### src/rtl/ucd_mux_ssd_pkg.sv
// Shared seven-segment constants and counter encodings for the SSD display blocks.
package ssd_pkg;

  // Active-low cathode patterns, bit order {g,f,e,d,c,b,a}
  localparam logic [6:0] SEG_0     = 7'h40;
  localparam logic [6:0] SEG_1     = 7'h79;
  localparam logic [6:0] SEG_2     = 7'h24;
  localparam logic [6:0] SEG_3     = 7'h30;
  localparam logic [6:0] SEG_4     = 7'h19;
  localparam logic [6:0] SEG_5     = 7'h12;
  localparam logic [6:0] SEG_6     = 7'h02;
  localparam logic [6:0] SEG_7     = 7'h78;
  localparam logic [6:0] SEG_8     = 7'h00;
  localparam logic [6:0] SEG_9     = 7'h10;
  localparam logic [6:0] SEG_A     = 7'h08;
  localparam logic [6:0] SEG_B     = 7'h03;
  localparam logic [6:0] SEG_C     = 7'h46;
  localparam logic [6:0] SEG_D     = 7'h21;
  localparam logic [6:0] SEG_E     = 7'h06;
  localparam logic [6:0] SEG_F     = 7'h0E;
  localparam logic [6:0] SEG_BLANK = 7'h7F;

  localparam logic MODE_HEX = 1'b0;
  localparam logic MODE_BCD = 1'b1;
  localparam logic DIR_UP   = 1'b0;
  localparam logic DIR_DOWN = 1'b1;

  // Largest legal nibble value for the active count mode
  function automatic logic [3:0] nib_max(input logic mode);
    return (mode == MODE_BCD) ? 4'd9 : 4'hF;
  endfunction

endpackage

### src/rtl/ucd_mux_ssd_if.sv
// Control/display bundle of the up/down SSD counter; master = board side, slave = counter.
interface ucd_mux_ssd_if #(
  parameter int DIGITS = 8
);
  logic              ucd_mux_ssd_en;
  logic              ucd_mux_ssd_mode;
  logic              ucd_mux_ssd_dir;
  logic              ucd_mux_ssd_clr;
  logic              ucd_mux_ssd_rst_led;
  logic              ucd_mux_ssd_en_led;
  logic              ucd_mux_ssd_mode_led;
  logic              ucd_mux_ssd_dir_led;
  logic              ucd_mux_ssd_wrap;
  logic [6:0]        ucd_mux_ssd_cc;
  logic [DIGITS-1:0] ucd_mux_ssd_an;

  modport master (
    output ucd_mux_ssd_en, ucd_mux_ssd_mode, ucd_mux_ssd_dir, ucd_mux_ssd_clr,
    input  ucd_mux_ssd_rst_led, ucd_mux_ssd_en_led, ucd_mux_ssd_mode_led,
           ucd_mux_ssd_dir_led, ucd_mux_ssd_wrap, ucd_mux_ssd_cc, ucd_mux_ssd_an
  );

  modport slave (
    input  ucd_mux_ssd_en, ucd_mux_ssd_mode, ucd_mux_ssd_dir, ucd_mux_ssd_clr,
    output ucd_mux_ssd_rst_led, ucd_mux_ssd_en_led, ucd_mux_ssd_mode_led,
           ucd_mux_ssd_dir_led, ucd_mux_ssd_wrap, ucd_mux_ssd_cc, ucd_mux_ssd_an
  );
endinterface

### src/rtl/ucd_mux_ssd_dec.sv
// ssd_hex_decoder: combinational nibble to active-low {g..a} cathode pattern.
module ssd_hex_decoder
  import ssd_pkg::*;
(
  input  logic [3:0] i_nib,
  output logic [6:0] o_seg
);

  always_comb begin
    o_seg = SEG_BLANK;
    case (i_nib)
      4'h0:    o_seg = SEG_0;
      4'h1:    o_seg = SEG_1;
      4'h2:    o_seg = SEG_2;
      4'h3:    o_seg = SEG_3;
      4'h4:    o_seg = SEG_4;
      4'h5:    o_seg = SEG_5;
      4'h6:    o_seg = SEG_6;
      4'h7:    o_seg = SEG_7;
      4'h8:    o_seg = SEG_8;
      4'h9:    o_seg = SEG_9;
      4'hA:    o_seg = SEG_A;
      4'hB:    o_seg = SEG_B;
      4'hC:    o_seg = SEG_C;
      4'hD:    o_seg = SEG_D;
      4'hE:    o_seg = SEG_E;
      default: o_seg = SEG_F;
    endcase
  end

endmodule

### src/rtl/ucd_mux_ssd.sv
// Hex/BCD up/down counter driving a multiplexed seven-segment display.
// Optional build macro LEADING_ZERO_BLANK_EN blanks digits above the top nonzero nibble.
module ucd_mux_ssd
  import ssd_pkg::*;
#(
  parameter int DIGITS   = 8,
  parameter int TICK_DIV = 50000000,
  parameter int SCAN_DIV = 100000
) (
  input logic          ucd_mux_ssd_clk,
  input logic          ucd_mux_ssd_rst,
  ucd_mux_ssd_if.slave bus
);

  localparam int CW = 4 * DIGITS;
  localparam int TW = (TICK_DIV > 1) ? $clog2(TICK_DIV) : 1;
  localparam int SW = (SCAN_DIV > 1) ? $clog2(SCAN_DIV) : 1;
  localparam int IW = (DIGITS > 1) ? $clog2(DIGITS) : 1;
  localparam logic [TW-1:0] TICK_LAST = TW'(TICK_DIV - 1);
  localparam logic [SW-1:0] SCAN_LAST = SW'(SCAN_DIV - 1);
  localparam logic [IW-1:0] IDX_LAST  = IW'(DIGITS - 1);

  logic [CW-1:0]     r_count;
  logic [TW-1:0]     r_tick_div;
  logic [SW-1:0]     r_scan_div;
  logic [IW-1:0]     r_scan_idx;
  logic              r_mode;
  logic              r_wrap;
  logic [DIGITS-1:0] r_an_p1;
  logic [6:0]        r_cc_p1;

  logic              w_tick;
  logic              w_mode_chg;
  logic              w_scan_step;
  logic [3:0]        w_max;
  logic [DIGITS:0]   w_cy;
  logic [CW-1:0]     w_next;
  logic [3:0]        w_sel;
  logic              w_blank;
  logic [6:0]        w_seg;

  assign bus.ucd_mux_ssd_rst_led  = ucd_mux_ssd_rst;
  assign bus.ucd_mux_ssd_en_led   = bus.ucd_mux_ssd_en;
  assign bus.ucd_mux_ssd_mode_led = bus.ucd_mux_ssd_mode;
  assign bus.ucd_mux_ssd_dir_led  = bus.ucd_mux_ssd_dir;
  assign bus.ucd_mux_ssd_wrap     = r_wrap;
  assign bus.ucd_mux_ssd_cc       = r_cc_p1;
  assign bus.ucd_mux_ssd_an       = r_an_p1;

  assign w_tick      = bus.ucd_mux_ssd_en && (r_tick_div == TICK_LAST);
  assign w_mode_chg  = (bus.ucd_mux_ssd_mode != r_mode);
  assign w_scan_step = (r_scan_div == SCAN_LAST);
  assign w_max       = nib_max(r_mode);

  // Per-nibble ripple: a nibble steps when every lower nibble sits at its turn-over value
  assign w_cy[0] = 1'b1;
  for (genvar g = 0; g < DIGITS; g++) begin : g_nib
    logic [3:0] w_nib;
    logic [3:0] w_step;
    logic       w_edge;
    assign w_nib  = r_count[4*g +: 4];
    assign w_edge = (bus.ucd_mux_ssd_dir == DIR_UP) ? (w_nib == w_max) : (w_nib == 4'd0);
    assign w_step = (bus.ucd_mux_ssd_dir == DIR_UP)
                  ? ((w_nib == w_max) ? 4'd0  : w_nib + 4'd1)
                  : ((w_nib == 4'd0)  ? w_max : w_nib - 4'd1);
    assign w_cy[g+1]          = w_cy[g] & w_edge;
    assign w_next[4*g +: 4]   = w_cy[g] ? w_step : w_nib;
  end

  always_comb begin
    w_sel   = 4'd0;
    w_blank = 1'b0;
    for (int k = 0; k < DIGITS; k++) begin
      if (r_scan_idx == IW'(k)) begin
        w_sel = r_count[4*k +: 4];
`ifdef LEADING_ZERO_BLANK_EN
        w_blank = (k != 0) && ((r_count >> (4*k)) == '0);
`else
        w_blank = 1'b0;
`endif
      end
    end
  end

  ssd_hex_decoder u_dec (
    .i_nib (w_sel),
    .o_seg (w_seg)
  );

  // Count datapath; mode is re-sampled during reset so release never looks like a change
  always_ff @(posedge ucd_mux_ssd_clk) begin
    if (ucd_mux_ssd_rst) begin
      r_count    <= '0;
      r_tick_div <= '0;
      r_wrap     <= 1'b0;
      r_mode     <= bus.ucd_mux_ssd_mode;
    end else begin
      r_mode <= bus.ucd_mux_ssd_mode;
      r_wrap <= 1'b0;
      if (bus.ucd_mux_ssd_clr || w_mode_chg) begin
        r_count <= '0;
      end else if (w_tick) begin
        r_count <= w_next;
        r_wrap  <= w_cy[DIGITS];
      end
      if (bus.ucd_mux_ssd_en) begin
        r_tick_div <= w_tick ? '0 : r_tick_div + 1'b1;
      end
    end
  end

  // Scan stage -> registered anode/cathode outputs (p1)
  always_ff @(posedge ucd_mux_ssd_clk) begin
    if (ucd_mux_ssd_rst) begin
      r_scan_div <= '0;
      r_scan_idx <= '0;
      r_an_p1    <= '1;
      r_cc_p1    <= SEG_BLANK;
    end else begin
      if (w_scan_step) begin
        r_scan_div <= '0;
        r_scan_idx <= (r_scan_idx == IDX_LAST) ? '0 : r_scan_idx + 1'b1;
      end else begin
        r_scan_div <= r_scan_div + 1'b1;
      end
      r_an_p1 <= ~(DIGITS'(1) << r_scan_idx);
      r_cc_p1 <= w_blank ? SEG_BLANK : w_seg;
    end
  end

endmodule
### src/flat_wrapper.sv
// flat-port wrapper written by rule: the top's interface ports become plain ports
module ucd_mux_ssd_flat import ssd_pkg::*;
#(
  parameter int DIGITS   = 8,
  parameter int TICK_DIV = 50000000,
  parameter int SCAN_DIV = 100000
)
  (ucd_mux_ssd_clk, ucd_mux_ssd_rst, bus_ucd_mux_ssd_en, bus_ucd_mux_ssd_mode, bus_ucd_mux_ssd_dir, bus_ucd_mux_ssd_clr, bus_ucd_mux_ssd_rst_led, bus_ucd_mux_ssd_en_led, bus_ucd_mux_ssd_mode_led, bus_ucd_mux_ssd_dir_led, bus_ucd_mux_ssd_wrap, bus_ucd_mux_ssd_cc, bus_ucd_mux_ssd_an);
  ucd_mux_ssd_if #(.DIGITS(DIGITS)) bus_i ();
  input logic ucd_mux_ssd_clk;
  input logic ucd_mux_ssd_rst;
  input wire logic [$bits(bus_i.ucd_mux_ssd_en)-1:0] bus_ucd_mux_ssd_en;
  input wire logic [$bits(bus_i.ucd_mux_ssd_mode)-1:0] bus_ucd_mux_ssd_mode;
  input wire logic [$bits(bus_i.ucd_mux_ssd_dir)-1:0] bus_ucd_mux_ssd_dir;
  input wire logic [$bits(bus_i.ucd_mux_ssd_clr)-1:0] bus_ucd_mux_ssd_clr;
  output wire logic [$bits(bus_i.ucd_mux_ssd_rst_led)-1:0] bus_ucd_mux_ssd_rst_led;
  output wire logic [$bits(bus_i.ucd_mux_ssd_en_led)-1:0] bus_ucd_mux_ssd_en_led;
  output wire logic [$bits(bus_i.ucd_mux_ssd_mode_led)-1:0] bus_ucd_mux_ssd_mode_led;
  output wire logic [$bits(bus_i.ucd_mux_ssd_dir_led)-1:0] bus_ucd_mux_ssd_dir_led;
  output wire logic [$bits(bus_i.ucd_mux_ssd_wrap)-1:0] bus_ucd_mux_ssd_wrap;
  output wire logic [$bits(bus_i.ucd_mux_ssd_cc)-1:0] bus_ucd_mux_ssd_cc;
  output wire logic [$bits(bus_i.ucd_mux_ssd_an)-1:0] bus_ucd_mux_ssd_an;
  assign bus_i.ucd_mux_ssd_en = bus_ucd_mux_ssd_en;
  assign bus_i.ucd_mux_ssd_mode = bus_ucd_mux_ssd_mode;
  assign bus_i.ucd_mux_ssd_dir = bus_ucd_mux_ssd_dir;
  assign bus_i.ucd_mux_ssd_clr = bus_ucd_mux_ssd_clr;
  assign bus_ucd_mux_ssd_rst_led = bus_i.ucd_mux_ssd_rst_led;
  assign bus_ucd_mux_ssd_en_led = bus_i.ucd_mux_ssd_en_led;
  assign bus_ucd_mux_ssd_mode_led = bus_i.ucd_mux_ssd_mode_led;
  assign bus_ucd_mux_ssd_dir_led = bus_i.ucd_mux_ssd_dir_led;
  assign bus_ucd_mux_ssd_wrap = bus_i.ucd_mux_ssd_wrap;
  assign bus_ucd_mux_ssd_cc = bus_i.ucd_mux_ssd_cc;
  assign bus_ucd_mux_ssd_an = bus_i.ucd_mux_ssd_an;
  ucd_mux_ssd #(.DIGITS(DIGITS), .TICK_DIV(TICK_DIV), .SCAN_DIV(SCAN_DIV)) u_core (.ucd_mux_ssd_clk(ucd_mux_ssd_clk), .ucd_mux_ssd_rst(ucd_mux_ssd_rst), .bus(bus_i));
endmodule
### config.mk
export PLATFORM = sky130hd
export DESIGN_NAME = ucd_mux_ssd_flat
export DESIGN_NICKNAME = d
export VERILOG_FILES = /design/src/rtl/ucd_mux_ssd_pkg.sv /design/src/rtl/ucd_mux_ssd_if.sv /design/src/rtl/ucd_mux_ssd_dec.sv /design/src/rtl/ucd_mux_ssd.sv /design/src/flat_wrapper.sv
export SDC_FILE = /design/constraint.sdc
export NUM_CORES = 1
export LEC_CHECK = 0
export CORE_MARGIN = 8
export CORE_UTILIZATION = 45
export CTS_CLUSTER_SIZE = 25
export DETAILED_ROUTE_END_ITERATION = 8
export REMOVE_ABC_BUFFERS = 1
export SLEW_MARGIN = 5
export SYNTH_ARGS = -nofsm -noshare
export SYNTH_HDL_FRONTEND = slang
export SYNTH_SLANG_ARGS = --single-unit
### constraint.sdc
create_clock -name ucd_mux_ssd_clk -period 6.8 [get_ports ucd_mux_ssd_clk]
set_input_delay 1.36 -clock ucd_mux_ssd_clk [delete_from_list [all_inputs] [get_ports ucd_mux_ssd_clk]]
set_output_delay 1.36 -clock ucd_mux_ssd_clk [all_outputs]
set_load 0.01 [all_outputs]
==> results of run 1 <==
[per-layer routing]
metal / up-vias / track usage / wire [um] / share of wire
met3: 21 / 0.0446 / 611 / 0.043
met2: 112 / 0.295 / 6770 / 0.48
met5: - / 0 / 0 / 0
met1: 2500 / 0.211 / 6530 / 0.46
li1: 2682 / - / - / -
met4: 0 / 0.0621 / 271 / 0.019
[worst min-delay path by stage]
stage,from,to,slack (ns),cells after the start
after floorplan,u_core.r_scan_div[0],u_core.r_scan_div[0],0.43,1
after global placement,u_core.r_scan_div[0],u_core.r_scan_div[0],0.44,1
after detailed placement,u_core.r_scan_div[0],u_core.r_scan_div[0],0.46,1
after CTS,u_core.r_scan_div[0],u_core.r_scan_div[0],0.48,1
after global routing,u_core.r_scan_div[0],u_core.r_scan_div[0],0.50,1
final,u_core.r_scan_div[0],u_core.r_scan_div[0],0.47,1
[state kept, by name, indices dropped and copies added, names as in the netlist]
name	cells
u_core.r_scan_div	17
u_core.r_count	32
u_core.bus.ucd_mux_ssd_an	8
u_core.r_mode	1
u_core.r_tick_div	26
u_core.r_scan_idx	3
u_core.bus.ucd_mux_ssd_wrap	1
u_core.bus.ucd_mux_ssd_cc	7
[final cells by class]
class	count	area (um^2)	area share
inverters	42	158	0.0243
multi-input cells	578	3650	0.562
repair buffers	29	275	0.0424
clock buffers	10	239	0.0368
well taps	176	220	0.0339
flip-flops and latches	95	1900	0.293
clock inverters	6	52.6	0.00809
[cell families (layout without fill, tap and decap cells)]
logic type | after synthesis | in the layout | synth area share
xor+xnor | 39 | 39 | 0.0579
mux | 15 | 15 | 0.0259
buf+inv | 86 | 87 | 0.0593
flops | 95 | 95 | 0.322
fa+ha+maj | 33 | 33 | 0.0699
compound gates | 190 | 190 | 0.212
simple gates | 301 | 301 | 0.253
[metrics by stage]
step                hold WS, ns  power [mW]  setup slack [ns]
floorplan                 0.430       0.614              3.46
global placement          0.444       0.645              2.57
detailed placement        0.462       0.646              2.54
CTS                       0.479        1.15              2.54
global route              0.501        1.18              2.48
finish                    0.470        1.13              2.57
[Yosys cell counts (3+ instances only)]
master    instances  share of area
nor2_1           99          0.063
dfxtp_1          95           0.32
nand2_1          65          0.041
a21oi_1          58          0.049
inv_1            39          0.025
ha_1             33          0.070
o21ai_0          32          0.027
clkbuf_1         31          0.020
nand3_1          30          0.025
xor2_1           26          0.039
a211oi_1         17          0.022
nor3_1           17          0.014
nand4_1          14          0.015
mux2i_1          13          0.022
xnor2_1          13          0.019
and3_1           10          0.011
o22ai_1          10          0.011
nand3b_1          9          0.011
nand2b_1          8         0.0085
nor2b_1           8         0.0085
a31oi_1           7         0.0074
o21ai_1           7         0.0059
a22oi_1           6         0.0076
nor3b_1           6         0.0076
nor4_1            6         0.0064
a221oi_1          5         0.0074
a32o_1            5         0.0085
o211ai_1          5         0.0064
o31ai_1           5         0.0064
or3_1             5         0.0053
a21o_1            4         0.0051
a32oi_1           4         0.0059
and2_1            4         0.0042
and4_1            4         0.0059
buf_1             4         0.0025
buf_2             4         0.0034
buf_4             4         0.0051
a311oi_1          3         0.0045
or2_1             3         0.0032
[power breakdown]
group	total (mW)	internal [mW]	switching, mW
sequential	0.564	0.561	0.00341
clock	0.502	0.264	0.238
combinational	0.0681	0.0263	0.0419
==> impl_metrics.py, run 1 <==
metrics = {
    "run_status": {
        "status": "finished, final reports clean",
    },
    "clock_tree": {
        "htree_levels": 3,
        "post_cts.repair.setup_buffers": 0,
        "cts.path.max_buffers": 2,
        "clockRootBuffer": "clkbuf_16",
        "clock-sinks": 95,
        "clk_latency_ns": 0.35,
        "cts_resized": 0,
        "clkTransAtPathRegs_ns": 0.07,
        "cts_hold_buf": 0,
        "cts_buffers": 9,
        "cts_tree": "yes",
    },
    "route": {
        "viasPerCell": 5.68,
        "wl_per_cell_um": 15.2,
        "dr_total_vias": 5315,
        "ant_nets": 0,
        "drt_wl_total_um": 14200,
        "drc_errors": 0,
        "dr.pass1.iters": 5,
        "drt_iter0_drc": 305,
    },
    "worst_setup_path": {
        "max_stage_delay_ns": 0.85,
        "reg2reg_to": "u_core.bus.ucd_mux_ssd_cc[0]",
        "worstPathRequired_ns": 5.44,
        "rrSetupSlack_ns": 3.39,
        "crit_cells": 2,
        "worstSetupStartpoint": "ucd_mux_ssd_rst",
        "critical_path.endpoint": "bus_ucd_mux_ssd_rst_led",
        "worstSetupPathType": "primary input to primary output",
        "slowest_stage": "clkdlybuf4s50_1",
        "rr_worst_depth": 9,
        "crit_buf_inv": 2,
        "critPathArrivalTime_ns": 2.87,
        "cpMostUsedCell": "clkdlybuf4s50_1",
        "worst_setup_path_start_kind": "primary input",
        "crit_family": "buffers and inverters",
        "crit_path_cell_trace": "clkdlybuf4s50_1 > clkdlybuf4s50_1",
        "crit_path_max_fanout": 17,
        "worst_setup_path_end_kind": "primary output",
        "worstReg2RegStart": "u_core.r_scan_idx[2]",
    },
    "final_layout": {
        "nNetsFinal": 794,
        "fillCellCount": 1318,
        "diodes": 0,
        "final_common_cell": "nor2_1",
        "mostFrequentLayoutCells": "99 x nor2_1, 95 x dfxtp_1, 65 x nand2_1, 58 x a21oi_1, 39 x inv_1",
        "drive_gt1_frac": 0.0447,
        "final_core_util": 0.499,
        "final_area_mm2": 0.00650,
        "area_delta_synth_final_pct": 10.1,
        "fin_cells": 936,
    },
    "sta": {
        "slew_viol_final": 0,
        "tightest_slew_ns": 0.910,
        "fin_skew_ns": 0.00717,
        "finalHoldViolations": 0,
        "relSlewSlack": 0.393,
        "period_minus_slack_ns": 4.23,
        "rsz0062_at_grt": "false",
        "post-route-period-util": 0.622,
        "setup_viol": 0,
        "setup_tns_ns": 0,
        "max_freq_mhz": 236,
    },
    "die": {
        "placementRows": 42,
        "coreArea_mm2": 0.0130,
        "die_h_um": 131,
        "dieArea_mm2": 0.0170,
        "start_util": 0.453,
        "io_pins": 26,
        "chipWidth_um": 131,
    },
    "synthesis": {
        "synthFlopType": "dfxtp_1",
        "synth-async-reset-ratio": 0,
        "netlist_instances": 759,
        "ys_ff_latch": 95,
        "ys_warn_count": 0,
        "synth_cell_types": 69,
        "synth-edff-count": 0,
        "yosysSeqAreaShare": 0.322,
        "syn_area_mm2": 0.00590,
        "syn_avg_cell_area_um2": 7.78,
    },
    "pwr": {
        "p_per_area_mw_per_mm2": 174,
        "p_leak_nw": 2.32,
        "ir_worst_vdd_uv": 154,
    },
    "hold_path": {
        "holdCritPathClass": "flip-flop to flip-flop",
    },
    "placed_design": {
        "place.port_buffers": 25,
        "place_hpwl_um": 10000,
        "dpl_cell_area_mm2": 0.00621,
        "place_inst": 920,
        "gp_congestion": 0.813,
    },
    "global_routing": {
        "first_global_vias": 5048,
        "grtUsageTotal": 0.175,
        "antenna_found_initial": 0,
        "overflow": 0,
        "grt_start_max_net_pins": 33,
        "grt_pass1_wl_um": 24000,
    },
    "flow_run": {
        "drv_cap": 0,
    },
}
Note: power is estimated with default switching activity, not from simulation.
==> run 2: changes to the inputs <==
==> constraint.sdc (replaced) <==
create_clock -name ucd_mux_ssd_clk -period 3.9 [get_ports ucd_mux_ssd_clk]
set_input_delay 0.78 -clock ucd_mux_ssd_clk [delete_from_list [all_inputs] [get_ports ucd_mux_ssd_clk]]
set_output_delay 0.78 -clock ucd_mux_ssd_clk [all_outputs]
set_load 0.01 [all_outputs]
==> run 2 against run 1 <==
  * Wire length rose by 1.3%
  * Clock power rose by 82%
  * Final cell count rose by 0.75%
  * Flip-flop and latch count did not move
  * Global-route usage fell by 0.062 points
  * Sequential share of layout area fell by 0.32 points
  * Critical path type is now flip-flop to flip-flop
  * Largest power group unchanged
==> impl_metrics.py, run 2 (synthesized netlist as in run 1, its figures left out) <==
metrics = {
    "run_status": {
        "status": "finished, final reports clean",
    },
    "final_layout": {
        "fin_cells": 943,
        "mostFrequentLayoutCells": "99 x nor2_1, 95 x dfxtp_1, 65 x nand2_1, 58 x a21oi_1, 39 x inv_1",
        "diodes": 0,
        "drive_gt1_frac": 0.0535,
        "regMostFlops": "u_core.r_count",
        "reg.largest.list": "u_core.r_count x32, u_core.r_tick_div x26, u_core.r_scan_div x17",
        "area_delta_synth_final_pct": 11.3,
        "final_common_cell": "nor2_1",
        "final_area_mm2": 0.00657,
        "largest_reg_flops": 32,
        "nNetsFinal": 802,
    },
    "clock_tree": {
        "clk_latency_ns": 0.35,
        "cts_resized": 0,
        "cts_hold_buf": 0,
        "cts_buffers": 9,
        "clockRootBuffer": "clkbuf_16",
        "clkTransAtPathRegs_ns": 0.07,
        "post_cts.repair.setup_buffers": 0,
        "clock-sinks": 95,
        "htree_levels": 3,
        "cts.path.max_buffers": 2,
        "cts_tree": "yes",
    },
    "sta": {
        "fin_skew_ns": 0.00512,
        "setup_viol": 0,
        "rsz0062_at_grt": "false",
        "max_freq_mhz": 333,
        "relSlewSlack": 0.483,
        "setup_tns_ns": 0,
        "finalHoldViolations": 0,
        "post-route-period-util": 0.771,
        "slew_viol_final": 0,
        "period_minus_slack_ns": 3.01,
        "tightest_slew_ns": 0.773,
        "finalWorstSetupSlack_ns": 0.894,
    },
    "global_routing": {
        "overflow": 0,
        "grt_start_max_net_pins": 29,
        "antenna_found_initial": 0,
        "first_global_vias": 4976,
        "grt_pass1_wl_um": 23800,
        "grtUsageTotal": 0.174,
    },
    "die": {
        "coreArea_mm2": 0.0130,
        "io_pins": 26,
        "placementRows": 42,
        "start_util": 0.453,
        "chipWidth_um": 131,
        "dieArea_mm2": 0.0170,
        "die_h_um": 131,
    },
    "placed_design": {
        "place.port_buffers": 25,
        "gp_congestion": 0.838,
        "place_hpwl_um": 10400,
        "pre_cts_ws_ns": 0.680,
        "place_inst": 928,
        "dpl_cell_area_mm2": 0.00627,
    },
    "hold_path": {
        "holdCritPathClass": "flip-flop to flip-flop",
    },
    "route": {
        "drc_errors": 0,
        "viasPerCell": 5.70,
        "wl_per_cell_um": 15.2,
        "ant_nets": 0,
        "drt_iter0_drc": 372,
        "dr.pass1.iters": 6,
        "drt_wl_total_um": 14400,
        "dr_total_vias": 5372,
    },
    "worst_setup_path": {
        "worstPathRequired_ns": 4.11,
        "slowest_stage": "ha_1",
        "max_stage_delay_ns": 0.59,
        "crit_path_cell_trace": "inv_1 > ha_1 > a221oi_1 > a211oi_1 > o22ai_1 > a21oi_1 > inv_1 > ha_1 > mux2i_1 > a21oi_1 > o21ai_0",
        "worstSetupPathType": "flip-flop to flip-flop",
        "worst_setup_path_start_kind": "flip-flop",
        "critPathArrivalTime_ns": 3.22,
        "worst_setup_path_end_kind": "flip-flop",
        "crit_path_max_fanout": 18,
    },
    "pwr": {
        "ir_worst_vdd_uv": 314,
        "total_power_mw": 2.02,
        "p_leak_nw": 2.36,
        "p_per_area_mw_per_mm2": 307,
    },
    "flow_run": {
        "drv_cap": 0,
    },
}
[run 2: changes by cell type in the layout (fill, tap and decap cells not counted), sizes merged]
cell | before | now
buf | 5 | 13
bufinv | 0 | 1
clkbuf | 10 | 9
clkinv | 4 | 3
clkinvlp | 1 | 0
inv | 43 | 44
[run 2: critical path, delay by kind of cell, from the launching register on]
family	cells	cell delay [ns]
buffers and inverters	2	0.28
AO/OA/AOI/OAI	6	1.23
multiplexers	1	0.07
flip-flops	1	0.36
adder cells (fa/ha/maj)	2	0.92
[run 2: layout make-up]
type	count	area, um^2
repair buffers	37	335
clock buffers	9	225
multi-input cells	578	3650
fillers	1308	6460
inverters	42	158
clock inverters	6	78.8
flip-flops and latches	95	1900
well taps	176	220
[run 2: report_power, final]
part	switching [mW]	internal [mW]
sequential	0.00658	0.978
combinational	0.0745	0.0485
clock	0.405	0.507
total	0.486	1.53
[run 2: final timing paths]
| kind | startpoint | end | slack [ns] | cells past startpoint |
|---|---|---|---|---|
| min reg2reg | u_core.r_scan_div[0] | u_core.r_scan_div[0] | 0.47 | 1 |
| max | u_core.r_scan_idx[0] | u_core.bus.ucd_mux_ssd_cc[3] | 0.89 | 11 |
| max reg2reg | u_core.r_scan_idx[0] | u_core.bus.ucd_mux_ssd_cc[3] | 0.89 | 11 |
| min | u_core.r_scan_div[0] | u_core.r_scan_div[0] | 0.47 | 1 |
[run 2: layer usage]
| metal | up-vias | track usage | share of wire |
|---|---|---|---|
| li1 | 2703 | - | - |
| met1 | 2547 | 0.219 | 0.47 |
| met2 | 112 | 0.295 | 0.48 |
| met3 | 10 | 0.0422 | 0.042 |
| met4 | 0 | 0.0385 | 0.011 |
| met5 | - | 0 | 0 |
[run 2: per-stage QoR]
stage	hold WS [ns]	utilization
finish	0.470	0.504
global route	0.511	0.504
CTS	0.478	0.504
detailed placement	0.461	0.481
global placement	0.445	0.481
floorplan	0.430	-
==> run 3: changes to the inputs <==
==> constraint.sdc (replaced) <==
create_clock -name ucd_mux_ssd_clk -period 2.5 [get_ports ucd_mux_ssd_clk]
set_input_delay 0.5 -clock ucd_mux_ssd_clk [delete_from_list [all_inputs] [get_ports ucd_mux_ssd_clk]]
set_output_delay 0.5 -clock ucd_mux_ssd_clk [all_outputs]
set_load 0.01 [all_outputs]
==> run 3 against run 2 <==
  * Critical endpoint is now u_core.bus.ucd_mux_ssd_cc[1]
  * Clock power up 59%
  * Hold slack better by 0.030 ns
  * Largest cell class unchanged
  * Utilization up 4.8 points
  * Largest power group unchanged
  * Sequential share of layout area down 2.4 points
  * Combinational power up 71%
  * Power up 58%
==> impl_metrics.py, run 3 (synthesized netlist as in run 1, its figures left out) <==
metrics = {
    "die": {
        "die_h_um": 131,
        "dieArea_mm2": 0.0170,
        "placementRows": 42,
        "start_util": 0.453,
        "coreArea_mm2": 0.0130,
        "chipWidth_um": 131,
        "io_pins": 26,
    },
    "worst_setup_path": {
        "worst_setup_path_end_kind": "flip-flop",
        "cpMostUsedCell": "buf_4",
        "critPathArrivalTime_ns": 2.65,
        "worstReg2RegStart": "u_core.r_scan_idx[0]",
        "crit_path_max_fanout": 10,
        "worst_setup_path_start_kind": "flip-flop",
        "max_stage_delay_ns": 0.37,
        "reg2reg_to": "u_core.bus.ucd_mux_ssd_cc[1]",
        "worstPathRequired_ns": 2.74,
        "slowest_stage": "dfxtp_4",
        "rrSetupSlack_ns": 0.09,
        "worstSetupPathType": "flip-flop to flip-flop",
        "crit_path_cell_trace": "ha_2 > buf_4 > ha_2 > buf_4 > a31oi_1 > a21oi_1 > a21oi_2 > buf_4 > mux2_2 > a221o_1",
        "rr_worst_depth": 10,
    },
    "hold_path": {
        "min_to": "u_core.r_tick_div[1]",
        "holdCritPathClass": "flip-flop to flip-flop",
        "holdPathStages": 2,
        "min_from": "u_core.r_tick_div[1]",
    },
    "route": {
        "dr.pass1.iters": 5,
        "dr_total_vias": 5521,
        "drt_wl_total_um": 15200,
        "ant_nets": 0,
        "viasPerCell": 5.50,
        "drt_iter0_drc": 312,
        "drc_errors": 0,
        "wl_per_cell_um": 15.2,
    },
    "global_routing": {
        "grt_pass1_wl_um": 24900,
        "grt_start_max_net_pins": 38,
        "grtUsageTotal": 0.183,
        "first_global_vias": 5192,
        "antenna_found_initial": 0,
        "overflow": 0,
    },
    "sta": {
        "fin_skew_ns": 0.00540,
        "max_freq_mhz": 415,
        "relSlewSlack": 0.726,
        "finalHoldViolations": 0,
        "post-route-period-util": 0.963,
        "period_minus_slack_ns": 2.41,
        "slew_viol_final": 0,
        "setup_viol": 0,
        "tightest_slew_ns": 0.411,
    },
    "placed_design": {
        "place_hpwl_um": 11400,
        "gp_congestion": 0.848,
        "dpl_cell_area_mm2": 0.00671,
        "place.port_buffers": 25,
    },
    "pwr": {
        "p_per_area_mw_per_mm2": 444,
        "ir_worst_vdd_uv": 389,
        "p_leak_nw": 2.70,
    },
    "clock_tree": {
        "cts_hold_buf": 0,
        "cts_buffers": 9,
        "clk_latency_ns": 0.35,
        "clock-sinks": 95,
        "clkTransAtPathRegs_ns": 0.07,
        "cts_tree": "yes",
        "htree_levels": 3,
        "clockRootBuffer": "clkbuf_16",
        "cts.path.max_buffers": 2,
    },
    "final_layout": {
        "final_core_util": 0.552,
        "area_delta_synth_final_pct": 21.8,
        "final_area_mm2": 0.00719,
        "nNetsFinal": 861,
        "reg.largest.list": "u_core.r_count x32, u_core.r_tick_div x26, u_core.r_scan_div x17",
        "seqCellArea_mm2": 0.00191,
        "diodes": 0,
        "final_common_cell": "nor2_1",
        "mostFrequentLayoutCells": "99 x nor2_1, 90 x dfxtp_1, 69 x buf_4, 65 x nand2_1, 56 x a21oi_1",
        "largest_reg_flops": 32,
        "multi_input_area_mm2": 0.00379,
        "fillCellCount": 1237,
        "regMostFlops": "u_core.r_count",
        "drive_gt1_frac": 0.160,
    },
    "run_status": {
        "status": "finished, final reports clean",
    },
    "flow_run": {
        "drv_cap": 0,
    },
}
[run 3: timing repair]
item / in CTS / in global routing
setup endpoints to repair: 3 / 28
gates resized for setup: 3 / 36
pin swaps: 1 / 7
buffers inserted: 0 / 3
cloned: 0 / 0
[run 3: stage by stage]
step	worst slack [ns]	TNS [ns]	power (mW)	cells	hold WS (ns)
3_3_place_gp	-0.369	-1.53	1.78	984	0.440
4_1_cts	0.00413	0	3.25	1000	0.500
6_report	0.0919	0	3.20	1003	0.500
5_1_grt	-0.00206	-0.00315	3.31	1003	0.521
3_5_place_dp	-0.306	-2.38	1.78	984	0.492
2_1_floorplan	-0.308	-3.11	1.67	715	0.430
[run 3: how the worst max path moves through the flow]
stage                         start                           end  slack (ns)  cells after the start
2_1_floorplan         u_core.r_mode            u_core.r_count[18]       -0.31                      7
3_3_place_gp     bus_ucd_mux_ssd_en   u_core.bus.ucd_mux_ssd_wrap       -0.37                      8
3_5_place_dp     bus_ucd_mux_ssd_en   u_core.bus.ucd_mux_ssd_wrap       -0.31                      8
4_1_cts        u_core.r_scan_idx[1]  u_core.bus.ucd_mux_ssd_cc[5]       0.004                     12
5_1_grt        u_core.r_scan_idx[0]  u_core.bus.ucd_mux_ssd_cc[6]      -0.002                     11
6_report       u_core.r_scan_idx[0]  u_core.bus.ucd_mux_ssd_cc[1]        0.09                     10
[run 3: final cells by class]
cell class,count,share of cell area
Timing Repair Buffer,96,0.112
Sequential cell,95,0.266
Multi-Input combinational cell,578,0.527
Clock inverter,7,0.0117
Inverter,42,0.0219
Clock buffer,9,0.0313
Tap cell,176,0.0306
[run 3: worst max-delay path: cells and delay by family, from the launching register on]
family,cells,cell delay [ns]
AO/OA/AOI/OAI,4,0.72
multiplexers,1,0.32
buffers and inverters,3,0.47
adder cells (fa/ha/maj),2,0.41
flip-flops,1,0.37
[run 3: report_power, final]
| group | total (mW) | internal [mW] | leakage, nW | switching (mW) |
|---|---|---|---|---|
| Clock | 1.45 | 0.799 | 0.155 | 0.655 |
| Combinational | 0.210 | 0.0904 | 1.77 | 0.119 |
| Sequential | 1.53 | 1.52 | 0.772 | 0.00858 |
| Total | 3.20 | 2.41 | 2.70 | 0.783 |
[run 3: routing by layer]
metal	global-route usage	up-vias	part of all wire
li1	-	2816	-
met1	0.216	2586	0.44
met2	0.322	101	0.50
met3	0.0398	18	0.035
met4	0.0601	0	0.021
met5	0	-	0
==> RTL change 1, RTL diff (config.mk and constraints of run 2) <==
Make the reset (`ucd_mux_ssd_rst`) asynchronous in one clocked block.
--- a/src/rtl/ucd_mux_ssd.sv
+++ b/src/rtl/ucd_mux_ssd.sv
@@ -111,5 +111,5 @@
 
   // Scan stage -> registered anode/cathode outputs (p1)
-  always_ff @(posedge ucd_mux_ssd_clk) begin
+  always_ff @(posedge ucd_mux_ssd_clk or posedge ucd_mux_ssd_rst) begin
     if (ucd_mux_ssd_rst) begin
       r_scan_div <= '0;
Behaviour: differs if ucd_mux_ssd_rst is asserted again (counterexample within 4 cycles, from zero or initial values and one cycle with ucd_mux_ssd_rst high); with ucd_mux_ssd_rst held inactive, the same outputs for 10 cycles.
==> RTL change 1 against run 2 <==
  * Synthesized area up 5.1%
  * Worst setup slack worse by 0.23 ns
  * Power up 2.4%
  * Final area up 4.7%
  * Highest routed layer unchanged
  * Fmax down 7.0%
  * Wire length up 1.9%
  * Sequential cell count unchanged
==> RTL change 1: results (changes against run 2) <==
- Status: completed
- GR Util met3: 0.0264 (-0.0159)
- GR Layer Usage met2: 0.272 (-0.0230)
- First-pass GRT wire length: 25,100 um (+5.4%)
- Static Leak: 2.57 nW (+8.9%)
- DP Worst Slack: 0.526 ns (-0.154 ns)
- Worst slew margin: 0.300 (-0.183)
- Critical path peak fanout: 13 (-5)
- Net count, final: 783 (-2.4%)
- Post-synthesis sequential area ratio: 0.338 (+0.0157)
- I/O Buffers: 25 (unchanged)
- Unique masters post-synth: 75 (+8.7%)
- Mux contribution to synthesized area: 0.0345 (+0.00863)
- Final WL: 14,600 um (+1.9%)
- Layout cells sized above 1: 0.0814 (+0.0280)
- Wl on met1: 6960 um (+3.5%)
- Clock root buffer: clkbuf_16
- Post-cts sizing count: 0 (unchanged)
- Compound-Gate Fraction of Synth Area: 0.205 (-0.00725)
- Sequential power share: 0.474 (-0.014)
- Post-DP HPWL: 10,700 um (+2.2%)
- DR top layer: met4
- CP Data Arrival Time: 3.51 ns (+0.29 ns)
- Xor and xnor area share after synthesis: 0.0565 (-0.00139)
- P_comb: 0.000106 W (-14%)
- Layout filler cell count: 1,330 (+1.7%)
- Met3 wire length: 519 um (-15%)
- Vias in the first global route: 5,143 (+3.4%)
- Skew-Pair Late Insertion Delay: 0.36 ns
- CTS Buf Count: 9 (unchanged)
- Synth cell count leaders: 86 x nor2_1, 60 x dfxtp_1, 58 x nand2_1
- Largest cells by area after synthesis: dfxtp_1 19%, dfrtp_1 8.1%, ha_1 6.7%
- Clock transition at path regs: 0.07 ns (about the same)
- Metal2 WL: 6800 um (-1.1%)
- Number of setup buffers added after CTS: 0 (unchanged)
- Post-synthesis adder-cell area fraction: 0.0665 (-0.00338)
- Vias post-DR: 5,421 (+0.91%)
- Max Buffers Root-to-Sink: 2 (unchanged)
- GR Layer Usage met1: 0.218 (-0.000963)
- Pin count of the biggest net entering global routing: 36 (+24%)
- Worst Clk Skew: 0.0103 ns (+0.00520 ns)
- Inserted Diodes: 0 (unchanged)
- Async SR Flop Fraction: 0.368 (+0.368)
- Peak supply drop: 0.000197 V (-37%)
- Gr usage total: 0.168 (-0.00555)
- TritonRoute pass-1 iters: 5 (-1)
- NetSw: 0.000466 W (-4.1%)
- GP Congestion: 0.831 (-0.78%)
- Detailed Route Iter0 Violations: 406 (+9.1%)
- Regs by FF count: u_core.r_count (32), u_core.r_tick_div (26), u_core.r_scan_div (17)
==> RTL change 1: layout make-up <==
class,count,area share
multi-input cells,557,0.544
flip-flops and latches,95,0.305
repair buffers,35,0.0466
clock buffers,12,0.0358
well taps,180,0.0327
inverters,46,0.0251
clock inverters,4,0.0113
==> RTL change 1: logic make-up after synthesis <==
logic type | Yosys count
buffers and inverters | 92
AND/OR/NAND/NOR | 280
AO/OA/AOI/OAI | 183
flip-flops | 95
multiplexers | 21
XOR/XNOR | 40
adder cells (fa/ha/maj) | 33
==> RTL change 1: worst max-delay path, stage by stage, from the launching register on <==
cell	delay [ns]
dfrtp_1	0.60
clkinv_1	0.35
ha_1	0.41
inv_1	0.20
o21ai_0	0.11
a211o_1	0.29
o211ai_1	0.39
inv_1	0.18
ha_1	0.23
mux2_2	0.25
o21ai_0	0.14
==> RTL change 1: metrics by stage <==
step	cells	power [W]	hold WS (ns)	cell area, um^2
after floorplan	698	0.00106	0.438	6010
after global placement	913	0.00111	0.455	6560
after detailed placement	913	0.00111	0.461	6560
after CTS	929	0.00208	0.475	6880
after global routing	929	0.00213	0.511	6880
final	929	0.00207	0.467	6880
==> RTL change 1: final timing paths <==
path                                 startpoint  depth (start not counted)                           end  slack (ns)
max                        u_core.r_scan_idx[2]                         10  u_core.bus.ucd_mux_ssd_cc[4]        0.67
min                        u_core.r_scan_div[4]                          1          u_core.r_scan_div[4]        0.47
max reg2reg                u_core.r_scan_idx[2]                         10  u_core.bus.ucd_mux_ssd_cc[4]        0.67
min reg2reg                u_core.r_scan_div[4]                          1          u_core.r_scan_div[4]        0.47
max in group asynchronous       ucd_mux_ssd_rst                          3  u_core.bus.ucd_mux_ssd_an[4]        2.51
min in group asynchronous       ucd_mux_ssd_rst                          3          u_core.r_scan_div[7]        1.04
==> RTL change 2, RTL diff (flow settings as in run 2) <==
Made on the original files. The option `LEADING_ZERO_BLANK_EN` is turned on by a define.
--- a/src/rtl/ucd_mux_ssd.sv
+++ b/src/rtl/ucd_mux_ssd.sv
@@ -1,4 +1,6 @@
 // Hex/BCD up/down counter driving a multiplexed seven-segment display.
 // Optional build macro LEADING_ZERO_BLANK_EN blanks digits above the top nonzero nibble.
+`define LEADING_ZERO_BLANK_EN
+
 module ucd_mux_ssd
   import ssd_pkg::*;
Check against the original RTL: same outputs for any inputs over 10 cycles, from zero or initial values and one cycle with ucd_mux_ssd_rst high; that may be too few to reach the edited logic, so the function may still have changed.
==> RTL change 2 against run 2 <==
  * Synthesized area grew 5.5%
  * First-iteration DRC count shrank 6.5%
  * Worst setup slack lost 0.065 ns
  * Final area grew 5.1%
  * Global-route usage shrank 0.27 points
  * Power grew 0.55%
  * Sequential cell count is the same
  * Wire length grew 6.8%
  * Critical path type unchanged
  * Critical endpoint unchanged
  * Largest power group unchanged
==> RTL change 2: results (changes against run 2) <==
- Wl on met1: 7350 um (+9.3%)
- Reg2Reg Depth: 8 (-3)
- Layout filler cell count: 1,354 (+3.5%)
- Slowest CP cell: a311oi_1
- Final WL: 15,400 um (+6.8%)
- TritonRoute pass-1 iters: 5 (-1)
- Critical path peak fanout: 20 (+2)
- Net count, final: 837 (+4.4%)
- Slowest cell delay on critical path: 0.63 ns (+0.04 ns)
- Worst Clk Skew: 0.00540 ns (+0.000280 ns)
- Post-synthesis adder-cell area fraction: 0.0723 (+0.00237)
- Status: completed
- Logic pwr share: 0.059 (-0.002)
- GP Congestion: 0.855 (+2.1%)
- GR Layer Usage met2: 0.283 (-0.0124)
- Largest cells by area after synthesis: dfxtp_1 31%, ha_1 7.2%, nor2_1 5.8%
- CP Data Arrival Time: 3.25 ns (+0.03 ns)
- GR Util met3: 0.0275 (-0.0147)
- Detailed Route Iter0 Violations: 348 (-6.5%)
- Pin count of the biggest net entering global routing: 30 (+3.4%)
- Metal2 WL: 7080 um (+3.0%)
- Peak supply drop: 0.000229 V (-27%)
- Met3 wire length: 585 um (-3.9%)
- Compound-Gate Fraction of Synth Area: 0.225 (+0.0130)
- R2R setup slack: 0.83 ns (-0.07 ns)
- Setup crit start: u_core.r_scan_idx[1]
- Unique masters post-synth: 71 (+2.9%)
- GR Layer Usage met1: 0.216 (-0.00286)
- Layout cells sized above 1: 0.0625 (+0.00904)
- Synth cell count leaders: 97 x nor2_1, 95 x dfxtp_1, 64 x nand2_1
- Post-DP HPWL: 11,100 um (+6.3%)
-- RTL change 2: changes by cell type after synthesis, moves of 6 or more --
cell / change
o211ai_1: +7
o21ai_0: +10
a21oi_1: -10
a31oi_1: +6
o21ai_1: -7
-- RTL change 2: metrics by stage --
stage	total power [W]	cells	setup WS, ns	hold slack, ns	cell area [um^2]
2_1_floorplan	0.00107	746	1.23	0.430	6020
3_3_place_gp	0.00113	964	0.638	0.447	6590
3_5_place_dp	0.00113	964	0.563	0.467	6590
4_1_cts	0.00207	980	0.836	0.483	6900
5_1_grt	0.00212	980	0.538	0.521	6900
6_report	0.00203	980	0.829	0.472	6900
-- RTL change 2: logic make-up (layout without fill, tap and decap cells) --
kind of cell / Yosys count / in the layout
AND/OR/NAND/NOR: 318 / 318
AO/OA/AOI/OAI: 206 / 206
flip-flops: 95 / 95
buffers and inverters: 91 / 96
XOR/XNOR: 41 / 41
adder cells (fa/ha/maj): 36 / 36
multiplexers: 8 / 8
-- RTL change 2: worst min-delay path by stage --
stage / startpoint / endpoint / slack, ns / depth (start not counted)
5_1_grt: u_core.r_scan_div[0] / u_core.r_scan_div[0] / 0.52 / 1
2_1_floorplan: u_core.r_scan_div[0] / u_core.r_scan_div[0] / 0.43 / 1
3_5_place_dp: u_core.r_scan_div[0] / u_core.r_scan_div[0] / 0.47 / 1
3_3_place_gp: u_core.r_scan_div[0] / u_core.r_scan_div[0] / 0.45 / 1
6_report: u_core.r_scan_div[0] / u_core.r_scan_div[0] / 0.47 / 1
4_1_cts: u_core.r_scan_div[0] / u_core.r_scan_div[0] / 0.48 / 1
-- RTL change 2: cell type report --
class                   count  share of cell area
clock buffers              11              0.0366
multi-input cells         609               0.574
well taps                 180              0.0326
repair buffers             38              0.0497
flip-flops and latches     95               0.275
inverters                  42              0.0228
clock inverters             5             0.00924
